<file path="src/rtl/lsu_access_ctrl.sv">
// -----------------------------------------------------------------------------
// lsu_access_ctrl
//
// Purpose:
//   Bridges RV32I core load/store requests to a simple word-oriented LSU
//   port. It checks alignment and range, lane-aligns store data and byte
//   enables, and holds the access until the LSU acknowledges it. It then
//   returns the sign- or zero-extended load result and stalls the core
//   while the access is outstanding.
//
// Optional feature:
//   LSU_TIMEOUT_EN -- when defined, an access that sees no i_ack within
//   ACK_TIMEOUT cycles is aborted and reported as a fault. When undefined,
//   no counter exists and ACCESS waits indefinitely for i_ack.
//
// Ports:
//   i_clk, i_rst       clock (rising edge), synchronous active-high reset
//   i_req_valid        core request present
//   i_is_store         1 = store, 0 = load
//   i_funct3           RV32I width code (LB/LH/LW/LBU/LHU, SB/SH/SW)
//   i_addr             byte address (only the low 64 KiB is legal)
//   i_rs2_data         raw store data
//   o_lsu_addr         word-aligned LSU address
//   o_st_data          lane-aligned store data
//   o_bmask            byte enables (zero outside ACCESS)
//   o_lsu_wren/rden    LSU write/read strobes (ACCESS only)
//   i_ld_data          raw LSU read word
//   i_ack              LSU access complete (only looked at in ACCESS)
//   o_stall            freeze core while a request is being serviced
//   o_ld_data          extended load result, held until the next load
//   o_ld_valid         one-cycle pulse when a load result is ready
//   o_fault            access fault (illegal request, or timeout)
//   o_dbg_state        current FSM state (0 IDLE, 1 ACCESS, 2 DONE)
//
// Handshake:
//   A request is taken in IDLE when i_req_valid is high and it does not
//   fault. o_stall is high that same cycle and stays high through ACCESS,
//   so the core must hold its request until o_stall drops. The LSU sees
//   wren/rden held steady through ACCESS. The cycle in which i_ack is
//   sampled high completes the access. DONE is the retire cycle: o_stall
//   is low and a new request presented then is ignored.
// -----------------------------------------------------------------------------
module lsu_access_ctrl #(
  parameter int ACK_TIMEOUT = 255
) (
  input  logic        i_clk,
  input  logic        i_rst,
  input  logic        i_req_valid,
  input  logic        i_is_store,
  input  logic [2:0]  i_funct3,
  input  logic [31:0] i_addr,
  input  logic [31:0] i_rs2_data,
  output logic [15:0] o_lsu_addr,
  output logic [31:0] o_st_data,
  output logic [3:0]  o_bmask,
  output logic        o_lsu_wren,
  output logic        o_lsu_rden,
  input  logic [31:0] i_ld_data,
  input  logic        i_ack,
  output logic        o_stall,
  output logic [31:0] o_ld_data,
  output logic        o_ld_valid,
  output logic        o_fault,
  output logic [1:0]  o_dbg_state
);

  typedef enum logic [1:0] {
    ST_IDLE   = 2'd0,
    ST_ACCESS = 2'd1,
    ST_DONE   = 2'd2
  } state_t;

  state_t      state;

  // Latched request
  logic [15:0] addr_q;
  logic [2:0]  funct3_q;
  logic        is_store_q;
  logic [31:0] st_data_q;
  logic [3:0]  bmask_q;
  logic [31:0] ld_data_q;

  // Request decode (combinational, from core inputs)
  logic        req_fault;
  logic        accept;
  logic [31:0] st_aligned;
  logic [3:0]  mask_aligned;
  logic [31:0] ld_extended;
  logic [7:0]  ld_byte;
  logic [15:0] ld_half;

  // Set when the current DONE cycle was reached by timeout rather than ack.
  logic        timed_out;

`ifdef LSU_TIMEOUT_EN
  localparam int CNT_W = (ACK_TIMEOUT > 1) ? $clog2(ACK_TIMEOUT) : 1;
  localparam logic [CNT_W-1:0] CNT_LAST = CNT_W'(ACK_TIMEOUT - 1);
  logic [CNT_W-1:0] to_cnt;
  logic             to_flag_q;
  assign timed_out = to_flag_q;
`else
  logic unused_timeout_cfg;
  assign unused_timeout_cfg = (ACK_TIMEOUT == 0);
  assign timed_out = 1'b0;
`endif

  // Illegal: outside the 64 KiB window, reserved width codes, or misaligned.
  always_comb begin
    req_fault = 1'b0;
    if (i_addr[31:16] != 16'h0000) req_fault = 1'b1;
    case (i_funct3)
      3'b011, 3'b110, 3'b111: req_fault = 1'b1;
      default: ;
    endcase
    if ((i_funct3[1:0] == 2'b01) && i_addr[0])              req_fault = 1'b1;
    if ((i_funct3[1:0] == 2'b10) && (i_addr[1:0] != 2'b00)) req_fault = 1'b1;
  end

  // Reset wins over a same-cycle request so no stall leaks out during reset.
  assign accept = (state == ST_IDLE) && i_req_valid && !req_fault && !i_rst;

  // Store data is replicated across lanes; byte enables pick the target lane.
  // Loads latch the same mask so the LSU sees which bytes are being read.
  always_comb begin
    st_aligned   = i_rs2_data;
    mask_aligned = 4'b1111;
    case (i_funct3[1:0])
      2'b00: begin
        st_aligned   = {4{i_rs2_data[7:0]}};
        mask_aligned = 4'b0001 << i_addr[1:0];
      end
      2'b01: begin
        st_aligned   = {2{i_rs2_data[15:0]}};
        mask_aligned = i_addr[1] ? 4'b1100 : 4'b0011;
      end
      default: begin
        st_aligned   = i_rs2_data;
        mask_aligned = 4'b1111;
      end
    endcase
  end

  // Load lane select and extension, driven by the latched request.
  always_comb begin
    ld_byte = i_ld_data[7:0];
    case (addr_q[1:0])
      2'b00: ld_byte = i_ld_data[7:0];
      2'b01: ld_byte = i_ld_data[15:8];
      2'b10: ld_byte = i_ld_data[23:16];
      2'b11: ld_byte = i_ld_data[31:24];
      default: ;
    endcase
    ld_half = addr_q[1] ? i_ld_data[31:16] : i_ld_data[15:0];
    case (funct3_q)
      3'b000:  ld_extended = {{24{ld_byte[7]}}, ld_byte};
      3'b001:  ld_extended = {{16{ld_half[15]}}, ld_half};
      3'b100:  ld_extended = {24'h000000, ld_byte};
      3'b101:  ld_extended = {16'h0000, ld_half};
      default: ld_extended = i_ld_data;
    endcase
  end

  always_ff @(posedge i_clk) begin
    if (i_rst) begin
      state      <= ST_IDLE;
      addr_q     <= 16'h0000;
      funct3_q   <= 3'b000;
      is_store_q <= 1'b0;
      st_data_q  <= 32'h0000_0000;
      bmask_q    <= 4'b0000;
      ld_data_q  <= 32'h0000_0000;
`ifdef LSU_TIMEOUT_EN
      to_cnt     <= '0;
      to_flag_q  <= 1'b0;
`endif
    end else begin
      case (state)
        ST_IDLE: begin
          if (accept) begin
            addr_q     <= i_addr[15:0];
            funct3_q   <= i_funct3;
            is_store_q <= i_is_store;
            st_data_q  <= st_aligned;
            bmask_q    <= mask_aligned;
            state      <= ST_ACCESS;
`ifdef LSU_TIMEOUT_EN
            to_cnt     <= '0;
            to_flag_q  <= 1'b0;
`endif
          end
        end

        ST_ACCESS: begin
          if (i_ack) begin
            if (!is_store_q) ld_data_q <= ld_extended;
            state <= ST_DONE;
          end
`ifdef LSU_TIMEOUT_EN
          else if (to_cnt == CNT_LAST) begin
            // Aborted load leaves a defined zero result. A store never
            // touches the load result register, even when it times out.
            if (!is_store_q) ld_data_q <= 32'h0000_0000;
            to_flag_q <= 1'b1;
            state     <= ST_DONE;
          end else begin
            to_cnt <= to_cnt + 1'b1;
          end
`endif
        end

        ST_DONE: begin
          // Unconditional: a request seen here belongs to the retiring
          // instruction and must not be re-issued.
          state <= ST_IDLE;
`ifdef LSU_TIMEOUT_EN
          to_flag_q <= 1'b0;
`endif
        end

        default: state <= ST_IDLE;
      endcase
    end
  end

  // Output decode
  always_comb begin
    o_lsu_addr  = {addr_q[15:2], 2'b00};
    o_st_data   = st_data_q;
    o_bmask     = (state == ST_ACCESS) ? bmask_q : 4'b0000;
    o_lsu_wren  = (state == ST_ACCESS) &&  is_store_q;
    o_lsu_rden  = (state == ST_ACCESS) && !is_store_q;
    o_stall     = accept || (state == ST_ACCESS);
    o_fault     = ((state == ST_IDLE) && i_req_valid && req_fault && !i_rst)
                || ((state == ST_DONE) && timed_out);
    o_ld_valid  = (state == ST_DONE) && !is_store_q && !timed_out;
    o_ld_data   = ld_data_q;
    o_dbg_state = state;
  end

endmodule

</file>
<file path="config.mk">
export PLATFORM = sky130hd
export DESIGN_NAME = lsu_access_ctrl
export DESIGN_NICKNAME = d
export VERILOG_FILES = /design/src/rtl/lsu_access_ctrl.sv
export SDC_FILE = /design/constraint.sdc
export NUM_CORES = 1
export LEC_CHECK = 0
export BUFFER_PORTS_ARGS = -buffer_cell sky130_fd_sc_hd__buf_4
export CAP_MARGIN = 20
export CORE_UTILIZATION = 45
export DETAILED_ROUTE_END_ITERATION = 12
export GPL_TIMING_DRIVEN = 0
export HOLD_SLACK_MARGIN = 0.1
export PLACE_DENSITY_LB_ADDON = 0.15
export SLEW_MARGIN = 0
export SYNTH_ARGS = -nofsm -noshare
export SYNTH_HDL_FRONTEND = slang
export SYNTH_SLANG_ARGS = --single-unit
</file>
<file path="constraint.sdc">
create_clock -name i_clk -period 4.1 [get_ports i_clk]
set_input_delay 0.41 -clock i_clk [delete_from_list [all_inputs] [get_ports i_clk]]
set_output_delay 0.41 -clock i_clk [all_outputs]
set_load 0.01 [all_outputs]
</file>
# == Word-level counts from Yosys, hierarchy flattened ==
# Index checks and enable logic that the tools add are counted.
# word_totals
reg_bits,90
inputBits,104
output_inout_bits,91
wordCells,62
# classes
eq_ne,15
shifts,1
n_mux,14
bitwise,1
n_reduce_logical,24
# ops
op,n
case mux 32 bit (4 select lines),1
case mux 32 bit (2 select lines),1
case mux 8 bit (4 select lines),1
2-to-1 mux 16 bit,1
nonzero test 16 bit,1
equality test 3 bit (second input constant),4
logical AND 1 bit,10
equality test 2 bit (second input constant),4
2-to-1 mux 4 bit,2
case mux 4 bit (2 select lines),1
equality test 2 x 1 -> 1 bit (second input constant),3
zero test 2 bit,3
2-to-1 mux 1 bit,4
2-to-1 mux 2 bit,2
!= test 2 bit (second input constant),2
case mux 2 bit (2 select lines),1
AND reduction 2 bit,2
left shift 1 x 2 -> 4 bit (first input constant),1
equality test 3 x 1 -> 1 bit (second input constant),1
equality test 3 x 2 -> 1 bit (second input constant),1
zero test 1 bit,3
zero test 3 bit,1
AND reduction 3 bit,1
OR reduction 3 bit,1
other kinds (3),3

# == Logic depth before layout (Yosys ltp) ==
# Gate-level depths: netlist of run 1.
# depth
depth_word,10
depth_mapped,7
ltp_nobuf,4

# == Worst setup path before layout of run 1 ==
# OpenSTA, ideal clock, no wires.
# synth_path
path_type,input to output
startpoint,in i_addr[16]
endpoint,out o_stall
arrival_time_ps,1909
required_time_ps,3690
slack_ps,1781
stages,6
n_path_buf,2
cell_sequence,or4_4 -> nor4b_1 -> clkbuf_1 -> buf_2 -> nand2_1 -> nand2_1
# synth_between
elab_chain_cells,9
# synth_lines
element,line,rtl
start: declaration,51,"input logic [31:0] i_addr,"
nonzero test 16 bit,110,if (i_addr[31:16] != 16'h0000) req_fault = 1'b1;
2-to-1 mux 1 bit,110,
2-to-1 mux 1 bit,111,case (i_funct3)
2-to-1 mux 1 bit,115,if ((i_funct3[1:0] == 2'b01) && i_addr[0]) req_fault = 1'b1;
2-to-1 mux 1 bit,116,if ((i_funct3[1:0] == 2'b10) && (i_addr[1:0] != 2'b00)) req_fault = 1'b1;
zero test 1 bit,120,assign accept = (state == ST_IDLE) && i_req_valid && !req_fault && !i_rst;
logical AND 1 bit (2 in series),120,
logical OR 1 bit,232,o_stall = accept || (state == ST_ACCESS);
end: declaration,60,"output logic o_stall,"
# Every way passes these cells.

# == Final worst setup path of run 1 ==
# layout_path
startpoint,in i_addr[19]
endpoint,out o_stall
# The elaborated chain is that of the path after synthesis.

==> run summary, run 1 <==
status - completed
initial antenna violation count - 0
sequential cell area fraction in the yosys report - 40.6%
Die Ht - 101 um
Final Util - 66.2%
CP Data Arrival Time - 2570 ps
Synth Flop Type - dfxtp_1
Slew Limit Fails - 0
Reg clk slew, reported paths - 100 ps
hold crit path type - in -> reg
Worst Setup End Kind - output pin
Detail Route Antenna Nets - 0
hold buffer count at CTS - 0
final WL - 14.6 mm
most common cell in the netlist - dfxtp_1
Starting DRT DRC Count - 260
clk_lat worst skew - 360 ps
worst r2r path cells - 6
P_leak - 2.54 nW
Post-synth top cells - dfxtp_1 (90), o21ai_0 (67), a21oi_1 (60)
hold violation total from the final report - 0
Worst path slowest cell - nor4_1
register cell area after layout - 1800 um^2
drt wl/cell - 16.5 um
Layout area overhead - 40.0%
worst r2r src - addr_q[1]$_SDFFE_PP0P_
Syn Inst Count - 544
GP Congestion - 0.878
Yosys cell types - 40
Setup Fix Bufs, Post-CTS - 0
Setup Skew - 8.68 ps
routed via count - 4883
Max Freq - 0.336 GHz
DRC Markers - 0
Power Dens Cells - 258 nW/um^2
share of layout cells above drive strength 1 - 34.2%
Worst Hold End - addr_q[11]$_SDFFE_PP0P_
Post-CTS Resized - 0
Filler Cell Count - 864
n_diodes - 0
top cells by area, synth - dfxtp_1 (41%), o21ai_0 (7.6%), a21oi_1 (6.8%)
Post-synth EDFFs - 0
capturing point of the worst reg2reg path - o_ld_data[23]$_SDFFE_PP0P_
CTS Buf Count - 9
Cell Area, Synth - 4430 um^2
Worst path max stage delay - 550 ps
worst slew pin tran - 757 ps
TNS Setup - 0 ps
grt total ovfl - 0
die area - 10300 um^2
CP cell instances - buf_4, nor4_1, and3_1, clkbuf_1, buf_1, nand2_1, nand2_1, buf_4
DP Wirelength - 11.1 mm
Worst slew margin - 49.4%
CTS Sinks - 90
GRT Overall Usage - 27.7%
Yosys warning total - 0
TritonCTS clock tree - built
Max Buffers Root-to-Sink - 2
DRT Pass-1 Iters - 6
Setup violations, final - 0
Worst setup SP type - primary input
hold depth - 3
NumNets Final - 851
IO Pins - 195
VDD IR max - 0.144 mV
fin crit period - 2980 ps
clock root buffer - clkbuf_8
Critical Path RT - 3690 ps
Vias/cell - 5.54
first-pass GRT wire length - 21.9 mm
Avg Cell Area, Syn - 8.15 um^2
fraction of registers with async set/reset - 0%
WS Path Type - in -> out
die width - 101 um
Synth top area share - 40.6%
fin crit share - 72.7%
# rows - 35
min-delay src - i_addr[11]
max_cap viols - 0
worst-path maximum fanout - 10
RSZ-0062 raised after global routing - false
largest area contributor in the netlist - dfxtp_1
post-synthesis register bit count - 90
Initial Util - 47.3%
R2R setup slack - 1790 ps
Clock H-tree levels - 3
area of the multi-input gates - 2300 um^2
total core area - 9370 um^2
Port-buffer cells - 190
vias in the first global route - 4444
largest net degree at the start of global routing - 17
-- flip-flops by register name (all words and copies together) (netlist names) --
name,flops
funct3_q,3
bmask_q,4
addr_q,16
is_store_q,1
o_st_data,32
o_dbg_state,2
o_ld_data,32
-- critical path, delay by kind of cell --
| family | cells | cell delay [ps] |
|---|---|---|
| and+or+nand+nor | 4 | 1110 |
| buffers and inverters | 4 | 1040 |
-- report_power, final --
| part | switching, mW | internal (mW) |
|---|---|---|
| Clock | 0.335 | 0.228 |
| Sequential | 0.000000736 | 0.873 |
| Combinational | 0.0727 | 0.0940 |
| Total | 0.408 | 1.20 |
-- final cells by class --
type / count / share of cell area, %
buffer: 69 / 5.36
clock buffer: 10 / 2.06
clock inverter: 6 / 0.786
multi-input combinational: 384 / 37.0
sequential: 90 / 29.0
inverter: 2 / 0.121
timing repair buffer: 191 / 23.1
tap: 129 / 2.60
-- cells in the final DEF, fill, tap and decap left out, types with 2 or more instances in the layout --
cell type,instances
nand3_1,54
a311oi_1,2
clkbuf_8,9
nand2b_1,4
buf_4,206
nor4_1,2
nor4b_1,2
nand2_1,37
a21oi_1,60
o211ai_1,2
mux2_2,26
buf_1,3
clkbuf_1,45
or4_4,2
a211oi_1,29
clkinv_4,2
inv_1,2
buf_2,6
nor2_1,31
a21o_1,2
or3_1,2
conb_1,2
o21ai_0,67
nand3b_1,7
inv_6,3
nor2b_1,2
and2_1,11
a2bb2oi_1,6
dfxtp_1,90
o21ai_1,6
nor3b_1,2
mux2i_1,16
-- worst max path at each step --
stage,from,to
after floorplan,i_addr[16],o_stall
after global placement,i_rst,o_stall
after detailed placement,i_addr[19],o_stall
after CTS,o_dbg_state[1]$_SDFFE_PP0P_,o_stall
after global routing,o_dbg_state[1]$_SDFFE_PP0P_,o_stall
final,i_addr[19],o_stall
-- metrics by stage --
stage	cell area, um^2	total power, mW	hold slack, ps	worst slack [ps]	instances
CTS	6200	1.61	292	1150	880
detailed placement	6030	1.06	464	1200	864
floorplan	4440	0.955	445	1780	545
global route	6210	1.66	293	896	881
finish	6210	1.60	306	1120	881
global placement	6030	1.06	457	1220	864
-- logic make-up after synthesis --
logic type	after synthesis	synth area share, %
AOI/OAI and AO/OA	179	23.2
and+or+nand+nor	161	18.2
DFF	90	40.6
buffers and inverters	71	7.68
muxes	42	10.2
other	1	0.0846
-- routing by layer --
layer  vias up  routed length [um]  track usage, %
met5         -                   0               0
met4         0                 246            7.69
met3        23                1240            6.07
met2       227                6740            45.1
met1      2294                6330            37.0
li1       2339                   -               -
Note: power is estimated with default switching activity, not from simulation.
==> run 2: changes to the inputs <==
clock period = 3.05 ns   (was 4.1 ns; I/O delays follow)
==> run summary, run 2 (same netlist as run 1, synthesis figures left out) <==
status - completed
min-delay src - i_addr[11]
final WL - 14.6 mm (+0.20%)
Critical Path RT - 2740 ps (-950 ps)
Reg clk slew, reported paths - 100 ps (about the same)
Worst path slowest cell - nor4_1
VDD IR max - 0.193 mV (+34%)
Setup violations, final - 0 (unchanged)
TritonCTS clock tree - built
TNS Setup - 0 ps (unchanged)
die width - 101 um (unchanged)
Max Freq - 0.362 GHz
Worst Setup End Kind - output pin
Clock H-tree levels - 3 (unchanged)
fin crit share - 90.5%
Vias/cell - 5.53 (-0.25%)
commonest cells after routing, fill and taps aside - buf_4 (206), dfxtp_1 (90), o21ai_0 (67)
share of layout cells above drive strength 1 - 34.3% (+0.13 points)
clock root buffer - clkbuf_8
RSZ-0062 raised after global routing - false
fin crit period - 2760 ps
fin area - 6210 um^2 (+0.10%)
capturing point of the worst reg2reg path - o_ld_data[23]$_SDFFE_PP0P_
Worst path max stage delay - 550 ps (about the same)
clock share of power - 35.1% (about the same)
Power Dens Cells - 347 nW/um^2 (+34%)
Comb pwr share - 10.4% (about the same)
NumNets Final - 851 (unchanged)
Worst slew margin - 48.9% (-0.40 points)
n_diodes - 0 (unchanged)
max_cap viols - 0 (unchanged)
Top delay family on crit path - simple AND/OR/NAND/NOR gates
Worst Hold End - addr_q[11]$_SDFFE_PP0P_
clk_lat worst skew - 360 ps (about the same)
Starting DRT DRC Count - 247 (-5.0%)
GRT Overall Usage - 27.7% (unchanged)
DRT Pass-1 Iters - 5 (-1)
hold buffer count at CTS - 0 (unchanged)
first-pass GRT wire length - 21.9 mm (unchanged)
routed via count - 4871 (-0.25%)
Post-DP Area - 6030 um^2 (unchanged)
total core area - 9370 um^2 (unchanged)
cell depth of the worst setup path - 8 (unchanged)
sw power - 548 uW (+34%)
largest net degree at the start of global routing - 17 (unchanged)
Initial Util - 47.3% (unchanged)
hold crit path type - in -> reg
CP cell instances - buf_4, nor4_1, and3_1, clkbuf_1, buf_1, nand2_1, nand2_1, buf_4
vias in the first global route - 4444 (unchanged)
worst-path maximum fanout - 10 (unchanged)
Max Buffers Root-to-Sink - 2 (unchanged)
worst slew pin tran - 763 ps (+6.02 ps)
Flop pwr share - 54.5% (about the same)
DP Wirelength - 11.1 mm (unchanged)
hold violation total from the final report - 0 (unchanged)
die area - 10300 um^2 (unchanged)
hold depth - 3 (unchanged)
Net Sw Frac - 25.4% (about the same)
Setup Skew - 10.8 ps (+2.08 ps)
Die Ht - 101 um (unchanged)
DRC Markers - 0 (unchanged)
Detail Route Antenna Nets - 0 (unchanged)
Worst setup SP type - primary input
grt total ovfl - 0 (unchanged)
GP Congestion - 0.878 (unchanged)
worst r2r src - addr_q[1]$_SDFFE_PP0P_
R2R setup slack - 730 ps (-1060 ps)
worst r2r path cells - 6 (unchanged)
CTS Sinks - 90 (unchanged)
internal power - 1.61 mW (+34%)
CP bufs+invs - 4 (unchanged)
CTS Buf Count - 9 (unchanged)
CP Data Arrival Time - 2450 ps (-120 ps)
drt wl/cell - 16.6 um (+0.20%)
commonest non-fill, non-tap cell in the layout - buf_4
initial antenna violation count - 0 (unchanged)
Port-buffer cells - 190 (unchanged)
WS Path Type - in -> out
IO Pins - 195 (unchanged)
# rows - 35 (unchanged)
Layout area overhead - 40.1%
P_leak - 2.54 nW (about the same)
Slew Limit Fails - 0 (unchanged)
-- run 2: cell counts in the layout (fill, tap and decap cells not counted) --
Identical to the previous run, type by type.
-- run 2: worst min-delay path, stage by stage --
cell	delay [ps]
buf_4	110
nand3_1	60
a21oi_1	50
-- run 2: what timing repair did --
| item | CTS | global route |
|---|---|---|
| endpoints found under the setup margin | 0 | 1 |
| buffers inserted | 0 | 0 |
| gates resized for setup | 0 | 1 |
-- run 2: final cells by class --
class                      count  area (um^2)
timing repair buffer         191         1430
tap                          129          161
buffer                        69          333
fill                         863         3160
sequential                    90         1800
inverter                       2         7.51
clock inverter                 6         48.8
multi-input combinational    384         2300
clock buffer                  10          128
-- run 2: metal layers --
metal | GRT usage [%] | vias to the layer above | wire length (um)
met2 | 45.1 | 227 | 6830
met4 | 7.69 | 0 | 200
met3 | 6.07 | 17 | 1220
li1 | - | 2338 | -
met1 | 37.0 | 2289 | 6340
met5 | 0 | - | 0
-- run 2: through the flow --
stage               power (mW)  util (%)  setup slack [ps]  std cells  hold slack [ps]
finish                    2.16      66.3               290        881              202
global route              2.23      66.3               139        881              188
CTS                       2.16      66.2               204        880              187
detailed placement        1.42      64.3               361        864              464
global placement          1.42      64.3               377        864              457
floorplan                 1.28         -               941        545              445
-- run 2: power groups by stage --
stage	clock network, mW	logic (mW)	registers [mW]
after floorplan	0	0.0822	1.20
after detailed placement	0	0.221	1.20
after CTS	0.768	0.222	1.17
final	0.757	0.225	1.17
after global placement	0	0.219	1.20
after global routing	0.819	0.238	1.17
-- run 2: worst max path at each step --
| stage | endpoint | from |
|---|---|---|
| 4_1_cts | o_stall | o_dbg_state[1]$_SDFFE_PP0P_ |
| 2_1_floorplan | o_stall | i_addr[16] |
| 3_3_place_gp | o_stall | i_rst |
| 5_1_grt | o_stall | o_dbg_state[1]$_SDFFE_PP0P_ |
| 6_report | o_stall | i_addr[19] |
| 3_5_place_dp | o_stall | i_addr[19] |
==> run 3: changes to the inputs <==
CORE_UTILIZATION = 30   (was 45)
==> run summary, run 3 (same netlist as run 1, synthesis figures left out) <==
Power Dens Cells - 388 nW/um^2 (+12%)
routed via count - 4871 (unchanged)
Max Buffers Root-to-Sink - 2 (unchanged)
worst slew pin tran - 1110 ps (+344 ps)
fin crit share - 92.5% (+2.1 points)
Worst setup SP type - primary input
Final Util - 44.1% (-22 points)
CTS Buf Count - 9 (unchanged)
capturing point of the worst reg2reg path - o_ld_data[25]$_SDFFE_PP0P_
Setup Skew - 8.54 ps (-2.21 ps)
worst r2r src - o_dbg_state[0]$_SDFFE_PP0P_
Worst Slack Setup Final - 227 ps (-63.0 ps)
Reg clk slew, reported paths - 70 ps (-30 ps)
Setup violations, final - 0 (unchanged)
min-delay src - i_is_store
CP Data Arrival Time - 2520 ps (+70 ps)
drt wl/cell - 17.4 um (+5.2%)
grt total ovfl - 0 (unchanged)
cell depth of the worst setup path - 8 (unchanged)
Die Ht - 124 um (+22%)
# rows - 44 (+26%)
worst-path maximum fanout - 10 (unchanged)
Worst path max stage delay - 510 ps (-40 ps)
vias in the first global route - 4659 (+4.8%)
Initial Util - 30.6% (-17 points)
clock root buffer - clkbuf_16
hold crit path type - in -> reg
TritonCTS clock tree - built
WS Path Type - in -> out
total core area - 14500 um^2 (+54%)
VDD IR max - 0.233 mV (+20%)
TNS Setup - 0 ps (unchanged)
Layout area overhead - 43.9%
Port-buffer cells - 190 (unchanged)
hold depth - 3 (unchanged)
die width - 124 um (+22%)
largest net degree at the start of global routing - 15 (-2)
RSZ-0062 raised after global routing - false
clk_lat worst skew - 350 ps (about the same)
hold violation total from the final report - 0 (unchanged)
Slew Limit Fails - 0 (unchanged)
commonest non-fill, non-tap cell in the layout - buf_4
first-pass GRT wire length - 24.7 mm (+13%)
n_diodes - 0 (unchanged)
DP Wirelength - 12.4 mm (+12%)
final WL - 16.3 mm (+12%)
Starting DRT DRC Count - 289 (+17%)
Worst Setup End Kind - output pin
Worst Hold End - is_store_q$_SDFFE_PP0P_
share of layout cells above drive strength 1 - 34.4% (+0.091 points)
Filler Cell Count - 1499 (+74%)
Max Freq - 0.354 GHz (-2.2%)
worst r2r path cells - 5 (-1)
DRC Markers - 0 (unchanged)
Setup Fix Bufs, Post-CTS - 0 (unchanged)
Detail Route Antenna Nets - 0 (unchanged)
initial antenna violation count - 0 (unchanged)
DRT Pass-1 Iters - 5 (unchanged)
Worst slew margin - 25.2% (-24 points)
max_cap viols - 0 (unchanged)
Vias/cell - 5.22 (-5.7%)
Worst path slowest cell - nor4_1
R2R setup slack - 410 ps (-320 ps)
P_leak - 2.59 nW (+1.7%)
GRT Overall Usage - 21.5% (-6.2 points)
Critical Path RT - 2740 ps (about the same)
IO Pins - 195 (unchanged)
status - completed
NumNets Final - 850 (-0.12%)
die area - 15300 um^2 (+49%)
Clock H-tree levels - 3 (unchanged)
CP cell instances - buf_4, nor4_1, and3_1, clkbuf_1, buf_1, nand2_1, nand2_1, buf_4
commonest cells after routing, fill and taps aside - buf_4 (206), dfxtp_1 (90), o21ai_0 (67)
Placement Setup Slack - 158 ps (-203 ps)
GP Congestion - 0.842 (-4.0%)
Top delay family on crit path - buffers and inverters
CP bufs+invs - 4 (unchanged)
fin crit period - 2820 ps (+63.0 ps)
CTS Sinks - 90 (unchanged)
==> run 3: cell count changes in the layout (fill, tap and decap cells not counted) <==
cell	delta
clkbuf_1	-2
inv_6	-2
clkbuf_8	-7
clkinv_4	-2
clkinvlp_4	+1
clkinv_2	+1
clkbuf_16	+9
buf_2	-1
clkbuf_2	+1
==> run 3: per-layer routing <==
metal	share of wire (%)	track usage, %	vias to the layer above
li1	-	-	2343
met1	44	27.6	2322
met2	46	34.2	189
met3	8.3	6.32	17
met4	1.7	7.15	0
met5	0	0	-
==> run 3: per-stage QoR <==
stage	total power, mW	instances	area, um^2	hold WS (ps)
2_1_floorplan	1.28	545	4440	445
3_3_place_gp	1.43	919	6090	460
3_5_place_dp	1.43	919	6090	463
4_1_cts	2.49	934	6380	214
5_1_grt	2.57	934	6380	218
6_report	2.47	934	6380	224
==> run 3: worst max-delay path by stage <==
stage                     endpoint                         from  slack [ps]
final                      o_stall                   i_addr[20]         230
after global routing       o_stall  o_dbg_state[1]$_SDFFE_PP0P_         130
after CTS                  o_stall  o_dbg_state[1]$_SDFFE_PP0P_         190
after detailed placement   o_stall                        i_rst         160
after global placement     o_stall                        i_rst         160
after floorplan            o_stall                   i_addr[16]         940
==> run 3: what timing repair did <==
| item | CTS | global route |
|---|---|---|
| gates resized for setup | 1 | 2 |
| endpoints found under the setup margin | 1 | 1 |
| hold buffers | 0 | 0 |
==> run 3: area by class of cell <==
class	instances	area [um^2]	share of cell area, %
Multi-Input combinational cell	384	2300	36.1
Sequential cell	90	1800	28.2
Timing Repair Buffer	190	1430	22.4
Buffer	69	334	5.24
Clock buffer	11	253	3.96
Tap cell	184	230	3.61
Clock inverter	4	26.3	0.412
Inverter	2	7.51	0.118
==> run 3: worst reg2reg max path: stages, from the launching register on <==
cell	delay [ps]
dfxtp_1	430
nor4bb_1	970
clkbuf_1	450
clkbuf_1	390
nor2_1	90
a211oi_1	230
==> run 3: power by group <==
| part | leakage, nW | total [mW] | internal (mW) | switching [mW] |
|---|---|---|---|---|
| sequential | 0.724 | 1.17 | 1.17 | 0.00000102 |
| clock | 0.138 | 1.07 | 0.593 | 0.479 |
| combinational | 1.72 | 0.228 | 0.127 | 0.101 |
| total | 2.59 | 2.47 | 1.89 | 0.580 |
